File: src/rtl/dp_ram_arb_pkg.sv
// Shared types, constants and the round-robin pick helper for dp_ram_arbiter.
package dp_ram_arb_pkg;

  typedef enum logic {
    IDLE  = 1'b0,
    GRANT = 1'b1
  } arb_state_e;

  // Width of each per-requester transfer counter (optional statistics).
  localparam int STAT_W  = 16;
  // Largest supported requester count; the pick helper works at this width.
  localparam int MAX_REQ = 8;
  localparam int PTR_W   = 3;

  // One-hot first set bit of req, searching upward from ptr with wrap.
  // Callers zero-extend narrower request vectors. The unused upper bits are
  // never set, so wrapping at MAX_REQ visits requesters in the same order as
  // wrapping at the real requester count.
  function automatic logic [MAX_REQ-1:0] rr_pick(input logic [MAX_REQ-1:0] req,
                                                 input logic [PTR_W-1:0]   ptr);
    logic [MAX_REQ-1:0] pick;
    logic [PTR_W-1:0]   idx;
    logic               found;
    pick  = '0;
    found = 1'b0;
    for (int k = 0; k < MAX_REQ; k++) begin
      idx = ptr + PTR_W'(k);
      if (!found && req[idx]) begin
        pick[idx] = 1'b1;
        found     = 1'b1;
      end
    end
    return pick;
  endfunction

endpackage

File: src/rtl/dp_ram_arb_if.sv
// Client and RAM-side bus of the dp_ram_arbiter.
// slave  : the arbiter's view (takes requests, drives grants and the RAM port)
// master : the clients' and RAM's view
interface dp_ram_arb_if #(
  parameter int NUM_REQ = 4,
  parameter int ADDR_W  = 8,
  parameter int DATA_W  = 32
) ();

  logic [NUM_REQ-1:0]        req;
  logic [NUM_REQ-1:0]        we;
  logic [NUM_REQ*ADDR_W-1:0] addr;
  logic [NUM_REQ*DATA_W-1:0] wdata;
  logic [NUM_REQ-1:0]        gnt;
  logic                      ram_en;
  logic                      ram_we;
  logic [ADDR_W-1:0]         ram_addr;
  logic [DATA_W-1:0]         ram_wdata;
  logic [DATA_W-1:0]         ram_rdata;
  logic [NUM_REQ-1:0]        rd_valid;
  logic [DATA_W-1:0]         rd_data;

  modport slave (
    input  req, we, addr, wdata, ram_rdata,
    output gnt, ram_en, ram_we, ram_addr, ram_wdata, rd_valid, rd_data
  );

  modport master (
    output req, we, addr, wdata, ram_rdata,
    input  gnt, ram_en, ram_we, ram_addr, ram_wdata, rd_valid, rd_data
  );

endinterface

File: src/rtl/dp_ram_arb_rdpipe.sv
// Read-return tracker: carries {valid, one-hot requester id} alongside the
// RAM read latency so returning data can be steered to its issuer.
// A synchronous active-low clear drops every read still in flight.
module dp_ram_arb_rdpipe #(
  parameter int NUM_REQ = 4,
  parameter int RD_LAT  = 1
) (
  input  logic               clock,
  input  logic               clear_n,
  input  logic               in_vld,
  input  logic [NUM_REQ-1:0] in_id,
  output logic               out_vld,
  output logic [NUM_REQ-1:0] out_id
);

  typedef struct packed {
    logic               vld;
    logic [NUM_REQ-1:0] id;
  } slot_t;

  slot_t pipe_q [RD_LAT];
  slot_t pipe_d [RD_LAT];

  // Shift the read tags one stage per cycle; idle slots carry a zero id.
  always_comb begin
    pipe_d[0].vld = in_vld;
    pipe_d[0].id  = in_vld ? in_id : '0;
    for (int s = 1; s < RD_LAT; s++) begin
      pipe_d[s] = pipe_q[s-1];
    end
  end

  // Pipeline state, cleared together with the arbiter.
  always_ff @(posedge clock) begin
    if (!clear_n) begin
      for (int s = 0; s < RD_LAT; s++) begin
        pipe_q[s] <= '0;
      end
    end else begin
      for (int s = 0; s < RD_LAT; s++) begin
        pipe_q[s] <= pipe_d[s];
      end
    end
  end

  assign out_vld = pipe_q[RD_LAT-1].vld;
  assign out_id  = pipe_q[RD_LAT-1].id;

endmodule

File: src/rtl/dp_ram_arbiter.sv
// Round-robin burst arbiter sharing one RAM port among NUM_REQ requesters.
// The granted requester's command is registered onto the RAM port and read
// data is steered back to its issuer RD_LAT cycles after the RAM strobe.
// Optional per-requester transfer counters: define DP_RAM_ARB_STATS_EN.
module dp_ram_arbiter
  import dp_ram_arb_pkg::*;
#(
  parameter int NUM_REQ   = 4,
  parameter int ADDR_W    = 8,
  parameter int DATA_W    = 32,
  parameter int RD_LAT    = 1,
  parameter int MAX_BURST = 8
) (
  input  logic                      clock,
  input  logic                      reset_n,
`ifdef DP_RAM_ARB_STATS_EN
  input  logic                      stat_clear,
  output logic [NUM_REQ*STAT_W-1:0] stat_cnt,
`endif
  dp_ram_arb_if.slave               bus
);

  localparam int BURST_W = (MAX_BURST > 1) ? $clog2(MAX_BURST) : 1;
  localparam logic [BURST_W-1:0] LAST_BEAT = BURST_W'(MAX_BURST - 1);

  arb_state_e         state_q, state_d;
  logic [NUM_REQ-1:0] gnt_q, gnt_d;
  logic [PTR_W-1:0]   ptr_q, ptr_d;
  logic [BURST_W-1:0] burst_q, burst_d;
  logic               ram_en_q, ram_en_d;
  logic               ram_we_q, ram_we_d;
  logic [ADDR_W-1:0]  ram_addr_q, ram_addr_d;
  logic [DATA_W-1:0]  ram_wdata_q, ram_wdata_d;
  logic [NUM_REQ-1:0] ram_id_q, ram_id_d;

  logic               xfer;
  logic [PTR_W-1:0]   gnt_idx;
  logic [PTR_W-1:0]   next_ptr;
  logic               sel_we;
  logic [ADDR_W-1:0]  sel_addr;
  logic [DATA_W-1:0]  sel_wdata;

  logic               ret_vld;
  logic [NUM_REQ-1:0] ret_id;

  // Decode the current grant: transfer strobe, granted index and its command.
  always_comb begin
    xfer      = (state_q == GRANT) && (|(gnt_q & bus.req));
    gnt_idx   = '0;
    sel_we    = 1'b0;
    sel_addr  = '0;
    sel_wdata = '0;
    for (int i = 0; i < NUM_REQ; i++) begin
      if (gnt_q[i]) begin
        gnt_idx = PTR_W'(i);
      end
      sel_we    = sel_we    | (bus.we[i] & gnt_q[i]);
      sel_addr  = sel_addr  | (bus.addr[i*ADDR_W +: ADDR_W]  & {ADDR_W{gnt_q[i]}});
      sel_wdata = sel_wdata | (bus.wdata[i*DATA_W +: DATA_W] & {DATA_W{gnt_q[i]}});
    end
    next_ptr = (gnt_idx == PTR_W'(NUM_REQ - 1)) ? '0 : gnt_idx + PTR_W'(1);
  end

  // Arbitration FSM next state plus the registered RAM command.
  always_comb begin
    state_d     = state_q;
    gnt_d       = gnt_q;
    ptr_d       = ptr_q;
    burst_d     = burst_q;
    ram_en_d    = 1'b0;
    ram_we_d    = 1'b0;
    ram_addr_d  = ram_addr_q;
    ram_wdata_d = ram_wdata_q;
    ram_id_d    = '0;
    case (state_q)
      IDLE: begin
        if (|bus.req) begin
          gnt_d   = NUM_REQ'(rr_pick(MAX_REQ'(bus.req), ptr_q));
          state_d = GRANT;
        end
      end
      GRANT: begin
        if (xfer) begin
          ram_en_d    = 1'b1;
          ram_we_d    = sel_we;
          ram_addr_d  = sel_addr;
          ram_wdata_d = sel_wdata;
          ram_id_d    = gnt_q;
        end
        // Release on a dropped request or after the last beat of a burst;
        // the following IDLE cycle is the mandatory bubble between grants.
        if (!xfer || (burst_q == LAST_BEAT)) begin
          state_d = IDLE;
          gnt_d   = '0;
          ptr_d   = next_ptr;
          burst_d = '0;
        end else begin
          burst_d = burst_q + BURST_W'(1);
        end
      end
      default: begin
        state_d = IDLE;
        gnt_d   = '0;
      end
    endcase
  end

  // Control and RAM-port registers.
  always_ff @(posedge clock) begin
    if (!reset_n) begin
      state_q     <= IDLE;
      gnt_q       <= '0;
      ptr_q       <= '0;
      burst_q     <= '0;
      ram_en_q    <= 1'b0;
      ram_we_q    <= 1'b0;
      ram_addr_q  <= '0;
      ram_wdata_q <= '0;
      ram_id_q    <= '0;
    end else begin
      state_q     <= state_d;
      gnt_q       <= gnt_d;
      ptr_q       <= ptr_d;
      burst_q     <= burst_d;
      ram_en_q    <= ram_en_d;
      ram_we_q    <= ram_we_d;
      ram_addr_q  <= ram_addr_d;
      ram_wdata_q <= ram_wdata_d;
      ram_id_q    <= ram_id_d;
    end
  end

  // Reads are tagged at the RAM strobe; the tag emerges as the data arrives.
  dp_ram_arb_rdpipe #(
    .NUM_REQ (NUM_REQ),
    .RD_LAT  (RD_LAT)
  ) u_rdpipe (
    .clock   (clock),
    .clear_n (reset_n),
    .in_vld  (ram_en_q & ~ram_we_q),
    .in_id   (ram_id_q),
    .out_vld (ret_vld),
    .out_id  (ret_id)
  );

  assign bus.gnt       = gnt_q;
  assign bus.ram_en    = ram_en_q;
  assign bus.ram_we    = ram_we_q;
  assign bus.ram_addr  = ram_addr_q;
  assign bus.ram_wdata = ram_wdata_q;
  assign bus.rd_valid  = ret_vld ? ret_id : '0;
  assign bus.rd_data   = ret_vld ? bus.ram_rdata : '0;

`ifdef DP_RAM_ARB_STATS_EN
  logic [STAT_W-1:0] stat_q [NUM_REQ];
  logic [STAT_W-1:0] stat_d [NUM_REQ];

  function automatic logic [STAT_W-1:0] sat_inc(input logic [STAT_W-1:0] v);
    return (&v) ? v : v + STAT_W'(1);
  endfunction

  // Per-requester transfer count; a clear overrides a coincident transfer.
  always_comb begin
    for (int i = 0; i < NUM_REQ; i++) begin
      stat_d[i] = stat_q[i];
      if (stat_clear) begin
        stat_d[i] = '0;
      end else if (xfer && gnt_q[i]) begin
        stat_d[i] = sat_inc(stat_q[i]);
      end
    end
  end

  // Counter registers.
  always_ff @(posedge clock) begin
    if (!reset_n) begin
      for (int i = 0; i < NUM_REQ; i++) begin
        stat_q[i] <= '0;
      end
    end else begin
      for (int i = 0; i < NUM_REQ; i++) begin
        stat_q[i] <= stat_d[i];
      end
    end
  end

  // Pack the counters, requester i at [i*STAT_W +: STAT_W].
  always_comb begin
    stat_cnt = '0;
    for (int i = 0; i < NUM_REQ; i++) begin
      stat_cnt[i*STAT_W +: STAT_W] = stat_q[i];
    end
  end
`endif

endmodule
File: src/flat_wrapper.sv
// flat-port wrapper written by rule: the top's interface ports become plain ports
module dp_ram_arbiter_flat import dp_ram_arb_pkg::*;
#(
  parameter int NUM_REQ   = 4,
  parameter int ADDR_W    = 8,
  parameter int DATA_W    = 32,
  parameter int RD_LAT    = 1,
  parameter int MAX_BURST = 8
)
  (clock, reset_n, bus_req, bus_we, bus_addr, bus_wdata, bus_ram_rdata, bus_gnt, bus_ram_en, bus_ram_we, bus_ram_addr, bus_ram_wdata, bus_rd_valid, bus_rd_data);
  dp_ram_arb_if #(.NUM_REQ(NUM_REQ), .ADDR_W(ADDR_W), .DATA_W(DATA_W)) bus_i ();
  input  logic clock;
  input  logic reset_n;
  input wire logic [$bits(bus_i.req)-1:0] bus_req;
  input wire logic [$bits(bus_i.we)-1:0] bus_we;
  input wire logic [$bits(bus_i.addr)-1:0] bus_addr;
  input wire logic [$bits(bus_i.wdata)-1:0] bus_wdata;
  input wire logic [$bits(bus_i.ram_rdata)-1:0] bus_ram_rdata;
  output wire logic [$bits(bus_i.gnt)-1:0] bus_gnt;
  output wire logic [$bits(bus_i.ram_en)-1:0] bus_ram_en;
  output wire logic [$bits(bus_i.ram_we)-1:0] bus_ram_we;
  output wire logic [$bits(bus_i.ram_addr)-1:0] bus_ram_addr;
  output wire logic [$bits(bus_i.ram_wdata)-1:0] bus_ram_wdata;
  output wire logic [$bits(bus_i.rd_valid)-1:0] bus_rd_valid;
  output wire logic [$bits(bus_i.rd_data)-1:0] bus_rd_data;
  assign bus_i.req = bus_req;
  assign bus_i.we = bus_we;
  assign bus_i.addr = bus_addr;
  assign bus_i.wdata = bus_wdata;
  assign bus_i.ram_rdata = bus_ram_rdata;
  assign bus_gnt = bus_i.gnt;
  assign bus_ram_en = bus_i.ram_en;
  assign bus_ram_we = bus_i.ram_we;
  assign bus_ram_addr = bus_i.ram_addr;
  assign bus_ram_wdata = bus_i.ram_wdata;
  assign bus_rd_valid = bus_i.rd_valid;
  assign bus_rd_data = bus_i.rd_data;
  dp_ram_arbiter #(.NUM_REQ(NUM_REQ), .ADDR_W(ADDR_W), .DATA_W(DATA_W), .RD_LAT(RD_LAT), .MAX_BURST(MAX_BURST)) u_core (.clock(clock), .reset_n(reset_n), .bus(bus_i));
endmodule
File: config.mk
export PLATFORM = sky130hd
export DESIGN_NAME = dp_ram_arbiter_flat
export DESIGN_NICKNAME = d
export VERILOG_FILES = /design/src/rtl/dp_ram_arb_pkg.sv /design/src/rtl/dp_ram_arb_if.sv /design/src/rtl/dp_ram_arb_rdpipe.sv /design/src/rtl/dp_ram_arbiter.sv /design/src/flat_wrapper.sv
export SDC_FILE = /design/constraint.sdc
export NUM_CORES = 1
export LEC_CHECK = 0
export BUFFER_PORTS_ARGS = -buffer_cell sky130_fd_sc_hd__buf_4
export CAP_MARGIN = 40
export CELL_PAD_IN_SITES_DETAIL_PLACEMENT = 1
export CELL_PAD_IN_SITES_GLOBAL_PLACEMENT = 1
export CORE_AREA = 2 2 115 117
export CTS_CLUSTER_SIZE = 20
export DETAILED_ROUTE_END_ITERATION = 10
export DIE_AREA = 0 0 117 119
export PLACE_DENSITY = 0.87
export SLEW_MARGIN = 20
export SYNTH_ARGS = -nofsm -noshare
export SYNTH_HDL_FRONTEND = slang
export SYNTH_SLANG_ARGS = --single-unit
File: constraint.sdc
create_clock -name clock -period 4.85 [get_ports clock]
set_input_delay 0.97 -clock clock [delete_from_list [all_inputs] [get_ports clock]]
set_output_delay 0.97 -clock clock [all_outputs]
set_load 0.005 [all_outputs]
==> metrics.csv, run 1 <==
stage;metric;value;unit
outcome;status;finished clean;
clock_network;cts_resized;0;
pwr;clock_power_share;0.350;
finish;drive_above_1_share;0.470;
placed_design;placed_area;5940;um^2
global_route;grt_use_met1;0.257;
worst_hold_path;min_from;u_core.ram_id_q[2];
timing;slew_viol_final;0;
yosys;synth_area_leaders;dfxtp_1, a22oi_1, a311oi_1;
placed_design;dp_hpwl;13400;um
pwr;p_comb_frac;0.334;
yosys;ys.flop_type;dfxtp_1;
yosys;async_reset_ff_frac;0;
yosys;synth_area_leader_cell;dfxtp_1;
pwr;switching_share;0.306;
drt;drtPass1Iterations;5;
pwr;power.internal;1.38;mW
die;die_area;13900;um^2
yosys;synth-seq-cells;61;
placed_design;io_buffers;283;
finish;antenna_cells;0;
yosys;syn_nets;635;
clock_network;cts_hold_buf;0;
drt;drt_wl_total;17000;um
setup_path;required;5.07;ns
setup_path;rrSetupSlack;1.73;ns
timing;rsz0062_at_grt;no;
yosys;avgSynthCellArea;8.60;um^2
global_route;grt_usage;0.230;
run;maxCapViolations;0;
finish;final_util;0.487;
yosys;ys_top_cells_by_count;a22oi_1, dfxtp_1, nor2_1;
clock_network;insertion_delay;0.32;ns
clock_network;cts_setup_buffers;0;
finish;final_cell_area;6270;um^2
drt;avgRoutedWirePerCell;19.7;um
clock_network;cts_sinks;61;
die;coreArea;12900;um^2
pwr;ir_worst_vdd;144;uV
die;rows;42;
yosys;yosys_warnings;0;
worst_hold_path;hold_end;u_core.u_rdpipe.pipe_q[0][2];
yosys;synth-edff-count;0;
die;die_y;119;um
timing;fin_skew;0.00818;ns
placed_design;gp_congestion;0.887;
global_route;met3_usage;0.0473;
worst_hold_path;hold_depth;1;
pwr;power_leakage;2.77;nW
global_route;grt_first_pass_wirelength;24900;um
timing;setup_tns;0;ns
clock_network;htree_levels;3;
clock_network;ctsLongestPathBuffers;2;
global_route;met2_usage;0.418;
yosys;syn_area;3630;um^2
global_route;grt_most_used_layer;met2;
global_route;grt_pass1_vias;4749;
timing;setup_slack;1.73;ns
timing;max_freq;0.321;GHz
global_route;antenna_found_initial;0;
yosys;yosysMostFrequentCell;a22oi_1;
die;ios;284;
global_route;gr-total-overflow;0;
clock_network;cts_tree;done;
timing;slew_headroom;0.495;
worst_hold_path;hold_class;flip-flop to flip-flop;
drt;via_per_inst;5.30;
pwr;power_density;317;nW/um^2
setup_path;endpoint_kind;flip-flop;
global_route;grt_max_degree;45;
yosys;yosysSeqAreaShare;0.336;
clock_network;path_clk_slew;0.05;ns
placed_design;pre_cts_ws;1.77;ns
clock_network;numCtsBuffers;9;
clock_network;root_buffer;clkbuf_16;
yosys;yosysTopAreaCellShare;0.336;
die;initial_core_util;0.282;
yosys;syn_inst;422;
drt;final_antenna_net_count;0;
pwr;pwr-share-seq;0.316;
setup_path;critPathKind;flip-flop to flip-flop;
finish;area_growth;72.7;%
drt;route.detailed.drc;0;
timing;finalSetupViolations;0;
timing;period_share;0.643;
yosys;yosysUniqueCellTypes;49;
pwr;power.switching;0.608;mW
timing;worst_pin_slew;0.756;ns
pwr;fin_total_pwr;1.99;mW
timing;fin_crit;3.12;ns
drt;drtIter0Drc;259;
timing;finalHoldViolCount;0;
setup_path;rr_startpoint;u_core.ptr_q[0];
drt;vias;4570;
setup_path;startpoint_type;flip-flop;
setup_path;r2r_end;u_core.bus.gnt[2];
die;dieWidth;117;um
setup_path;worstPathArrival;3.34;ns
finish;fin_nets;895;
setup_path;timing.reg2reg.worst_path_depth;7;
setup_path;crit_fanout;20;
==> cell usage in the layout, fill, tap and decap left out, drive strengths merged, types with 2 or more instances in the layout <==
cell / Yosys / routed
and2: 42 / 42
nor3b: 2 / 2
a311oi: 41 / 41
o31a: 2 / 2
mux2i: 6 / 6
and3: 2 / 2
a21oi: 8 / 8
ha: 11 / 11
clkbuf: 29 / 12
or3: 3 / 3
nand3: 3 / 3
nor4: 2 / 2
nor2b: 4 / 4
bufinv: 0 / 2
a211oi: 2 / 2
nor3: 9 / 9
a21o: 3 / 3
inv: 12 / 12
a22oi: 83 / 83
nand2: 6 / 6
mux2: 3 / 3
nor2: 49 / 49
buf: 12 / 290
or2: 2 / 2
a32oi: 3 / 3
nand2b: 3 / 3
o21ai: 5 / 5
clkinv: 0 / 2
mux4: 3 / 3
dfxtp: 61 / 61
==> routing by layer <==
layer / routed length, um / vias to the layer above / part of all wire
met3: 1320 / 38 / 0.078
li1: - / 2137 / -
met5: 0 / - / 0
met4: 548 / 0 / 0.032
met2: 8690 / 225 / 0.51
met1: 6440 / 2170 / 0.38
==> worst max-delay path by stage <==
stage	from	to	slack (ns)	cells after the start
2_1_floorplan	u_core.ptr_q[0]	u_core.bus.gnt[2]	2.28	10
3_3_place_gp	u_core.ptr_q[0]	u_core.bus.gnt[2]	1.90	7
3_5_place_dp	u_core.ptr_q[0]	u_core.bus.gnt[2]	1.77	7
4_1_cts	u_core.ptr_q[0]	u_core.bus.gnt[2]	1.76	7
5_1_grt	u_core.ptr_q[0]	u_core.bus.gnt[2]	1.50	7
6_report	u_core.ptr_q[0]	u_core.bus.gnt[2]	1.73	7
==> logic make-up after synthesis <==
family | count (synthesis) | synth area share
compound gates | 156 | 0.336
simple gates | 129 | 0.184
flops | 61 | 0.336
buf+inv | 53 | 0.0607
mux | 12 | 0.0445
fa+ha+maj | 11 | 0.0379
==> metrics by stage <==
step	hold WS (ns)	std cells
global route	0.451	863
global placement	0.415	843
detailed placement	0.418	847
finish	0.425	863
CTS	0.432	863
floorplan	0.406	422
==> registers in the layout, summed over array words and instances (netlist names) <==
name,cells
u_core.bus.ram_wdata,32
u_core.bus.ram_addr,8
u_core.u_rdpipe.pipe_q,5
u_core.bus.gnt,4
u_core.ram_id_q,4
u_core.burst_q,3
u_core.ptr_q,2
u_core.bus.ram_en,1
u_core.bus.ram_we,1
u_core.state_q,1
==> worst max-delay path: stages (launching register included) <==
cell,delay [ns]
dfxtp_1,0.80
inv_1,0.23
ha_1,0.54
mux4_2,0.61
nand2b_1,0.20
nor3_2,0.24
o21ai_1,0.12
a311oi_1,0.27
==> layout make-up <==
type,instances,area (um^2)
Clock buffer,12,256
Clock inverter,4,70.1
Fill cell,1533,6610
Inverter,12,45.0
Multi-Input combinational cell,308,2200
Sequential cell,61,1230
Tap cell,176,220
Timing Repair Buffer,290,2250
==> power by group through the flow <==
stage / combinational (mW) / clock, mW / sequential [mW]
floorplan: 0.356 / 0 / 0.598
global placement: 0.587 / 0 / 0.658
detailed placement: 0.659 / 0 / 0.637
CTS: 0.663 / 0.711 / 0.627
global route: 0.717 / 0.734 / 0.635
finish: 0.664 / 0.696 / 0.627
No activity file was read; power rests on OpenSTA's default activity.
==> inputs of run 2 (changes only) <==
ABC_AREA = 1   (was not set)
CORE_AREA = 2 2 129 131   (was 2 2 115 117)
DIE_AREA = 0 0 131 133   (was 0 0 117 119)
PLACE_DENSITY = 0.76   (was 0.87)
clock period = 2.8 ns   (was 4.85 ns; I/O delays follow)
==> run 2 against run 1 <==
Effect of this change: clock skew up 0.00075 ns; register-to-register slack worse by 1.1 ns; core utilization is 10 points lower; count of clock-buffer cells in the layout decreased by 3; synthesized cell count up 16%; largest cell class unchanged.
==> metrics.csv, run 2 <==
stage;metric;value;unit;change
outcome;status;finished clean;;
timing;finalHoldViolCount;0;;unchanged
finish;drive_above_1_share;0.436;;-0.0339
finish;final_util;0.384;;-0.103
setup_path;worstPathBufferInverterCount;2;;+1
drt;drtIter0Drc;116;;-55%
pwr;power_leakage;3.19;nW;+15%
yosys;syn_nets;704;;+11%
drt;avgRoutedWirePerCell;16.5;um;-16%
clock_network;cts_resized;0;;unchanged
global_route;grt_usage;0.179;;-0.0512
placed_design;pre_cts_ws;0.657;ns;-1.11 ns
timing;fin_skew;0.00892;ns;+0.000746 ns
die;coreArea;16200;um^2;+26%
setup_path;endpoint_kind;flip-flop;;
setup_path;critPathKind;flip-flop to flip-flop;;
clock_network;cts_setup_buffers;0;;unchanged
clock_network;insertion_delay;0.33;ns;about the same
setup_path;slowest_delay;0.44;ns;-0.36 ns
setup_path;crit_fanout;8;;-60%
drt;drt_wl_total;16200;um;-4.6%
yosys;yosysUniqueCellTypes;33;;-33%
setup_path;cp_cell_sequence;inv_1 -> ha_1 -> inv_1 -> nand3_1 -> nand3_2 -> nand2_1 -> nor2_1 -> nand2_1 -> nand3_1 -> nor2_1 -> nand3_1 -> nand2_1 -> a21oi_1;;
die;rows;47;;+12%
setup_path;critPathSlowestCell;dfxtp_1;;
yosys;yosysTopAreaCellShare;0.338;;+0.00151
setup_path;startpoint_type;flip-flop;;
finish;area_growth;71.9;%;
finish;fin_nets;969;;+8.3%
timing;setup_tns;0;ns;unchanged
yosys;yosys_warnings;0;;unchanged
drt;vias;4648;;+1.7%
die;initial_core_util;0.223;;-0.0585
die;die_area;17400;um^2;+25%
global_route;gr-total-overflow;0;;unchanged
yosys;synth_area_leaders;dfxtp_1, a22o_1, a221oi_1;;
drt;final_antenna_net_count;0;;unchanged
timing;fin_crit;2.19;ns;-0.927 ns
setup_path;required;3.00;ns;-2.07 ns
drt;drtPass1Iterations;4;;-1
yosys;syn_area;3610;um^2;-0.45%
clock_network;htree_levels;3;;unchanged
worst_hold_path;hold_class;flip-flop to flip-flop;;
finish;n_fill_cell;2038;;+33%
yosys;syn_inst;491;;+16%
yosys;yosysSeqAreaShare;0.338;;+0.00151
setup_path;worstPathArrival;2.40;ns;-0.94 ns
yosys;async_reset_ff_frac;0;;unchanged
drt;via_per_inst;4.74;;-11%
timing;slew_viol_final;0;;unchanged
clock_network;cts_hold_buf;0;;unchanged
timing;worst_pin_slew;0.608;ns;-0.148 ns
global_route;grt_pass1_vias;4751;;+0.042%
drt;route.detailed.drc;0;;unchanged
placed_design;dp_hpwl;12500;um;-6.8%
timing;slew_headroom;0.595;;+0.0992
die;die_y;133;um;+12%
placed_design;dp_cells;965;;+14%
setup_path;cp_top_family;simple AND/OR/NAND/NOR gates;;
clock_network;root_buffer;clkbuf_16;;
yosys;synth_area_leader_cell;dfxtp_1;;
clock_network;ctsLongestPathBuffers;2;;unchanged
finish;largest_register_ff_count;32;;unchanged
placed_design;gp_congestion;0.816;;-8.0%
timing;hold_ws;0.413;ns;-0.0121 ns
finish;antenna_cells;0;;unchanged
timing;period_share;0.783;;+0.140
placed_design;io_buffers;283;;unchanged
global_route;grt_max_degree;67;;+49%
yosys;avgSynthCellArea;7.36;um^2;-14%
yosys;synth-seq-cells;61;;unchanged
setup_path;startpoint;u_core.ptr_q[1];;
timing;setup_slack;0.609;ns;-1.12 ns
timing;rsz0062_at_grt;no;;
clock_network;cts_sinks;61;;unchanged
die;ios;284;;unchanged
pwr;power_density;531;nW/um^2;+68%
die;dieWidth;131;um;+12%
yosys;ys_top_cells_by_count;nand2_1, dfxtp_1, inv_1;;
run;maxCapViolations;0;;unchanged
clock_network;numCtsBuffers;9;;unchanged
timing;finalSetupViolations;0;;unchanged
finish;stdcell_count;981;;+14%
finish;final_cell_mix;buf_4, nand2_1, inv_1, dfxtp_1, a21oi_1;;
global_route;grt_first_pass_wirelength;24300;um;-2.4%
yosys;yosysMostFrequentCell;nand2_1;;
timing;max_freq;0.456;GHz;+42%
global_route;antenna_found_initial;0;;unchanged
clock_network;cts_tree;done;;
yosys;ys.flop_type;dfxtp_1;;
worst_hold_path;min_from;u_core.ram_id_q[3];;
yosys;synth-edff-count;0;;unchanged
clock_network;path_clk_slew;0.06;ns;about the same
setup_path;rr_startpoint;u_core.ptr_q[1];;
finish;final_common_cell;buf_4;;
pwr;ir_worst_vdd;219;uV;+52%
-- run 2: worst reg2reg max path: cells and delay by family (launching register included) --
family / cells / cell delay (ns)
and+or+nand+nor: 9 / 0.87
buffers and inverters: 2 / 0.28
AOI/OAI and AO/OA: 1 / 0.06
DFF: 1 / 0.44
adders and majority gates: 1 / 0.41
-- run 2: final timing paths --
check                           slack, ns                      endpoint  cells after the start
worst min-delay path                 0.41  u_core.u_rdpipe.pipe_q[0][3]                      2
worst min register to register       0.41  u_core.u_rdpipe.pipe_q[0][3]                      2
worst max-delay path                 0.61             u_core.bus.gnt[2]                     13
worst max register to register       0.61             u_core.bus.gnt[2]                     13
-- run 2: cell families after synthesis --
kind of cell | share of synthesized area
compound gates | 0.343
simple gates | 0.170
buf+inv | 0.110
flops | 0.338
fa+ha+maj | 0.0381
-- run 2: per-stage QoR --
step	power, mW	instance area, um^2
2_1_floorplan	1.66	3610
3_3_place_gp	2.20	5920
3_5_place_dp	2.21	5920
4_1_cts	3.34	6210
5_1_grt	3.51	6210
6_report	3.30	6210
-- run 2: layout make-up --
cell class	instances	area, um^2	share of cell area
Multi-Input combinational cell	329	1990	0.321
Sequential cell	61	1230	0.197
Tap cell	220	275	0.0443
Timing Repair Buffer	291	2180	0.352
Clock inverter	7	66.3	0.0107
Inverter	64	240	0.0387
Clock buffer	9	225	0.0363
-- run 2: power breakdown --
| part | leakage, nW | internal, mW | total, mW | switching (mW) |
|---|---|---|---|---|
| Combinational | 2.55 | 0.560 | 1.16 | 0.604 |
| Sequential | 0.497 | 0.956 | 1.03 | 0.0719 |
| Clock | 0.145 | 0.684 | 1.11 | 0.426 |
| Total | 3.19 | 2.20 | 3.30 | 1.10 |
-- run 2: per-layer routing --
metal | part of all wire | GRT usage
met1 | 0.39 | 0.200
met3 | 0.10 | 0.0526
met2 | 0.50 | 0.327
met4 | 0.011 | 0.0461
met5 | 0 | 0
